$ cat src/rtl/fetch_pkg.sv
// fetch_pkg: shared widths, reset PC, fetch-entry layout and FIFO depth for the fetch stage.
package fetch_pkg;
  localparam int FETCH_ADDR_W = 9;
  localparam int FETCH_DATA_W = 16;
  localparam int FETCH_RESET_PC = 0;
  localparam int FIFO_DEPTH = 2;
  localparam int CNT_W = $clog2(FIFO_DEPTH + 1);
  typedef struct packed {
    logic [FETCH_ADDR_W-1:0] pc;
    logic [FETCH_DATA_W-1:0] instr;
  } fetch_entry_t;
endpackage

$ cat src/rtl/fetch_fifo.sv
// fetch_fifo: 2-entry synchronous FIFO of fetch entries with push/pop/flush; head is registered.
module fetch_fifo
  import fetch_pkg::*;
#(
  parameter int W = $bits(fetch_entry_t)
) (
  input  logic             clk,
  input  logic             rst_n,
  input  logic             push,
  input  logic             pop,
  input  logic             flush,
  input  logic [W-1:0]     d,
  output logic [W-1:0]     q,
  output logic [CNT_W-1:0] count
);
  logic [W-1:0] e1;
  always_ff @(posedge clk or negedge rst_n) begin
    if (!rst_n) begin
      q     <= '0;
      e1    <= '0;
      count <= '0;
    end else begin
      count <= flush ? '0 : count + CNT_W'(push) - CNT_W'(pop);
      if (push && (count == 0 || (count == 1 && pop))) q <= d;
      else if (pop) q <= e1;
      if (push && (count == 2 || (count == 1 && !pop))) e1 <= d;
    end
  end
endmodule

$ cat src/rtl/instr_fetch.sv
// instr_fetch: fetch stage with 1-cycle memory latency absorption, credit-based issue and jump squash.
// Optional FETCH_COUNT_EN adds fetch_count, the number of completed output handshakes.
module instr_fetch
  import fetch_pkg::*;
#(
  parameter int ADDR_W = FETCH_ADDR_W,
  parameter int DATA_W = FETCH_DATA_W,
  parameter logic [ADDR_W-1:0] RESET_PC = ADDR_W'(FETCH_RESET_PC)
) (
  input  logic              clk,
  input  logic              rst_n,
  output logic [ADDR_W-1:0] mem_addr,
  input  logic [DATA_W-1:0] mem_data,
  input  logic              jump_en,
  input  logic [ADDR_W-1:0] jump_addr,
  output logic              out_valid,
  input  logic              out_ready,
  output logic [DATA_W-1:0] out_instr,
  output logic [ADDR_W-1:0] out_pc
`ifdef FETCH_COUNT_EN
  ,
  output logic [15:0]       fetch_count
`endif
);
  logic [ADDR_W-1:0] issue_pc, req_pc;
  logic inflight, squash, pop, push, issue_en;
  logic [CNT_W-1:0] count;
  logic [CNT_W:0] credit;
  logic [ADDR_W+DATA_W-1:0] head;
  assign mem_addr  = issue_pc;
  assign out_valid = count != 0;
  assign pop       = out_valid && out_ready;
  // Occupancy after this cycle's pop, counting the word still in the memory pipeline.
  assign credit    = {1'b0, count} + (CNT_W+1)'(inflight) - (CNT_W+1)'(pop);
  assign issue_en  = !jump_en && credit < (CNT_W+1)'(FIFO_DEPTH);
  assign push      = inflight && !squash;
  assign {out_pc, out_instr} = head;
  always_ff @(posedge clk or negedge rst_n) begin
    if (!rst_n) begin
      issue_pc <= RESET_PC;
      req_pc   <= RESET_PC;
      inflight <= 1'b0;
      squash   <= 1'b0;
    end else begin
      squash   <= jump_en;
      inflight <= issue_en;
      if (jump_en) issue_pc <= jump_addr;
      else if (issue_en) begin
        req_pc   <= issue_pc;
        issue_pc <= issue_pc + 1'b1;
      end
    end
  end
  fetch_fifo #(.W(ADDR_W + DATA_W)) u_fifo (
    .clk  (clk),
    .rst_n(rst_n),
    .push (push),
    .pop  (pop),
    .flush(jump_en),
    .d    ({req_pc, mem_data}),
    .q    (head),
    .count(count)
  );
`ifdef FETCH_COUNT_EN
  always_ff @(posedge clk or negedge rst_n) begin
    if (!rst_n) fetch_count <= '0;
    else if (pop) fetch_count <= fetch_count + 16'd1;
  end
`endif
endmodule

$ cat config.mk
export PLATFORM = sky130hd
export DESIGN_NAME = instr_fetch
export DESIGN_NICKNAME = d
export VERILOG_FILES = /design/src/rtl/fetch_pkg.sv /design/src/rtl/fetch_fifo.sv /design/src/rtl/instr_fetch.sv
export SDC_FILE = /design/constraint.sdc
export NUM_CORES = 1
export LEC_CHECK = 0
export ABC_AREA = 1
export CAP_MARGIN = 20
export CORE_UTILIZATION = 62
export DETAILED_ROUTE_END_ITERATION = 7
export DONT_BUFFER_PORTS = 1
export PLACE_DENSITY = 0.83
export SLEW_MARGIN = 20
export SYNTH_ARGS = -nofsm -noshare
export SYNTH_HDL_FRONTEND = slang
export SYNTH_SLANG_ARGS = --single-unit
$ cat constraint.sdc
create_clock -name clk -period 6.3 [get_ports clk]
set_clock_uncertainty 0.05 [all_clocks]
set_input_delay 0.63 -clock clk [delete_from_list [all_inputs] [get_ports clk]]
set_output_delay 0.63 -clock clk [all_outputs]
set_load 0.1 [all_outputs]
==> results.txt <==
* Status: complete, no violations
- Amount of wire on met2 after detailed routing: 2910 um
- After synthesis, the netlist uses 26 different library cells.
- Dominant combinational cell family by area after synthesis: simple AND/OR/NAND/NOR gates
- Using the TritonRoute via totals, the vias-per-cell ratio works out to between 5 and 6.
- The total area inside the core boundary comes to 5170 um2.
- Setup violations remaining at the end of the flow were counted as 0.
- In the post-synthesis netlist, the cell with the most instances is nand2_1.
- After detailed routing, no signal wire sits above met4.
- RSZ-0062 raised after global routing: no
- Number of placed I/O pins: 64
- Width of the die: 75.6 um
* Arrival time at the worst endpoint: roughly 2600 ps
- Instance count of the mapped netlist: 391
* Placed cell count: 444
- After clock tree synthesis, the clock-pin slew on the worst setup and hold paths is ~70 ps.
* Critical setup path kind: flip-flop to flip-flop
- Library cell contributing the largest single delay on the critical path: fa_1
* Layout net count: 419
* Final max-slew violation count: 0
- At the end of the flow the core is filled with cells to between 60% and 70%.
- Based on the critical path, the design can be clocked at up to between 400 and 500 MHz.
- Synth cell count leaders: 121 x nand2_1, 72 x dfrtp_1, 48 x inv_1
- Number of iterations in the first detailed-routing pass: 4
- In this run the worst path has a maximum fanout of 23.
- Counting both buffers and inverters, the worst setup path holds a total of 2.
- Worst skew pair latency: between 300 and 400 ps
* Number of rows in the core area: 26
* Clock Sink Count: 72
- Diodes inserted: 0
- Counting flops with an async set or reset pin after synthesis yields a share of 100%.
- The first global-routing pass estimated about 10,000 um of wire.
* CP Launch Type: flip-flop
- Area growth from synthesis to layout: 5.40%
- Of the synthesized area, sequential elements account for ~54%.
- The die is 75.6 um tall.
- Summed over all nets, the half-perimeter wirelength after detailed placement is between 3000 and 4000 um.
- Most frequent CP cell: nand2_1
- No sink is reached through more buffers than the 2 on the longest clock path.
- TritonCTS built the clock tree.
- Summed over its instances, the top area cell type makes up 53.7% of the synthesized netlist area.
- Counting the fill cells in the layout gives roughly 420.
- Met1 layer wirelength in the final routing: about 2700 um
* Root Buffer: clkbuf_8
* Remaining antenna violation count: 0
- The critical path goes through nand2_1 -> nor2_1 -> inv_1 -> nand2_1 -> nand2_1 -> fa_1 -> nand3_4 -> nor2_8 -> inv_1 -> nand2_1 -> o21ai_1.
- Vias in the first global route: between 2,000 and 2,500
* Count of warnings emitted by yosys: 0
* Number of remaining DRC errors: 0
- Number of antenna violations at the first check in global routing: 0
- After detailed routing, the total wire length is ~6100 um.
- STA classifies the critical path endpoint as a flip-flop.
- Final-layout setup total negative slack: 0 ps
- Largest delay contributor family on the critical path: simple AND/OR/NAND/NOR gates
- Summing the areas of all compound-gate instances in the mapped netlist gives 12.8% of the synthesized area.
- The count of buffers added on input and output ports is 0.
- Total via count in the routed design: between 2,000 and 2,500
* MaxCap Viol Count: 0
* Final min period: 2430 ps
* Critical path data required time: ~6500 ps
- The number of setup buffers added after CTS is 0.
* Total congestion overflow: 0
- Global-route total usage across every layer: between 20% and 30%
* Syn Area/Cell: around 8.6 um2
- CTS HTree Levels: 3
- Final number of hold-violating endpoints: 0
- In the finished design, the share of the clock period the worst path needs comes to 38.5%.
* Synth Register Bits: 72
* Post-synthesis share of cell area spent on xor and xnor gates: 1.04%
* Maximum cell stage delay along the critical path: 530 ps
- Area enclosed by the die boundary: between 5000 and 6000 um2
- Footprint of the multi-input gates: 1240 um2
* Met3 wire length: between 300 and 400 um
* Synth Area in Adders: approximately 1.7%
* Netlist area before placement: about 3400 um2
- Pin count of the biggest net entering global routing: 73
- Final cell count without fillers: 461
- Biggest area contributors in the synthesized netlist: dfrtp_1 54%, nand2_1 14%, o211ai_1 6.0%
- Registers take 1800 um2.
- Post-Synth Simple-Gate Area: about a fifth
- Summed over all instances, the cell type with the most area after synthesis is dfrtp_1.
- Net Count, Synth: between 400 and 500
* Most frequently used flop master after synthesis: dfrtp_1
- Final estimated routing congestion in global placement: 0.756
- Initial DRC count: between 150 and 200
- The initial utilization of the core area, before any placement, comes to 64.9%.
- Measured against the total synthesized area, the mux share comes to 0%.
- For the pin with the worst max-slew slack, the measured transition is about 1100 ps.
- Slew headroom: between 20% and 30%
* Number of synthesized flops with an enable pin: 0
- Ratio of cells with drive above 1 in the final layout: 6.14%
- TritonCTS created 9 clock buffers.
- The worst hold path belongs to the class input pin to asynchronous set/reset pin.
- Dividing the detail-routed wire length by the instance count gives 13.2 um.
==> final timing paths <==
check / from / endpoint / slack, ps / depth (start not counted)
min in group clk: jump_en / squash$_DFF_PN0_ / 270 / 0
worst max register to register: u_fifo.count[1]$_DFF_PN0_ / req_pc[8]$_DFFE_PN0P_ / 3870 / 11
worst max-delay path: u_fifo.count[1]$_DFF_PN0_ / req_pc[8]$_DFFE_PN0P_ / 3870 / 11
max in group asynchronous: rst_n / u_fifo.e1[21]$_DFFE_PN0P_ / 5800 / 1
worst min-delay path: rst_n / u_fifo.e1[7]$_DFFE_PN0P_ / 120 / 1
worst min register to register: u_fifo.e1[20]$_DFFE_PN0P_ / u_fifo.e1[20]$_DFFE_PN0P_ / 450 / 2
==> registers in the layout, indices dropped and copies added, names as in the netlist <==
| register | flops |
|---|---|
| inflight | 1 |
| req_pc | 9 |
| u_fifo.e1 | 25 |
| u_fifo.count | 2 |
| squash | 1 |
| u_fifo.q | 25 |
| mem_addr | 9 |
==> timing repair <==
item | in CTS | in global routing
endpoints found under the hold margin | 72 | 0
hold buffers | 1 | 0
gates resized for setup | 0 | 0
==> worst register-to-register path: stages, from the launching register on <==
cell     delay, ps
dfrtp_1        480
nand2_1        120
nor2_1         170
inv_1           80
nand2_1         90
nand2_1         70
fa_1           530
nand3_4        140
nor2_8         260
inv_1          160
nand2_1         80
o21ai_1         60
==> cell usage in the layout (no fill, tap or decap) <==
cell | netlist | routed
a21oi_1 | 22 | 22
buf_16 | 0 | 1
buf_4 | 0 | 1
bufinv_16 | 0 | 1
clkbuf_1 | 1 | 3
clkbuf_8 | 0 | 9
clkinv_2 | 0 | 3
dfrtp_1 | 72 | 72
fa_1 | 1 | 1
ha_1 | 3 | 3
inv_1 | 48 | 48
inv_2 | 1 | 1
inv_4 | 1 | 1
nand2_1 | 121 | 121
nand2_2 | 1 | 1
nand2b_1 | 2 | 2
nand3_1 | 16 | 15
nand3_2 | 0 | 1
nand3_4 | 1 | 1
nor2_1 | 28 | 28
nor2_2 | 2 | 2
nor2_8 | 1 | 1
nor3_1 | 2 | 2
o211ai_1 | 27 | 27
o21a_1 | 2 | 2
o21ai_0 | 8 | 8
o21ai_1 | 9 | 9
o21ai_4 | 1 | 1
xnor2_1 | 1 | 1
xor2_1 | 3 | 3
==> metrics by stage <==
| stage | setup WS [ps] | hold slack (ps) | cell area [um2] |
|---|---|---|---|
| after floorplan | 4040 | 284 | 3360 |
| after global placement | 3820 | 286 | 3330 |
| after detailed placement | 3730 | 286 | 3330 |
| after CTS | 3840 | 137 | 3540 |
| after global routing | 3580 | 142 | 3540 |
| final | 3870 | 124 | 3540 |
==> kinds of logic (layout without fill, tap and decap cells) <==
kind of cell,Yosys count,in the layout
buffers and inverters,68,68
adders and majority gates,4,4
and+or+nand+nor,174,174
AOI/OAI and AO/OA,69,69
DFF,72,72
xor gates and xnor gates,4,4
==> final cells by class <==
| class | count | share of cell area (%) |
|---|---|---|
| Tap cell | 70 | 2.47 |
| Sequential cell | 72 | 50.9 |
| Clock buffer | 12 | 3.82 |
| Multi-Input combinational cell | 251 | 35.2 |
| Clock inverter | 4 | 1.27 |
| Timing Repair Buffer | 2 | 0.990 |
| Inverter | 50 | 5.37 |
==> per-layer routing <==
metal	GRT usage (%)	up-vias
met5	0	-
met4	11.3	0
met3	5.56	9
met2	42.0	63
met1	29.2	1158
li1	-	1231
Power is left out: the tool's default activity adds up to more than one toggle a clock period on the data nets, which glitch-free logic cannot reach.
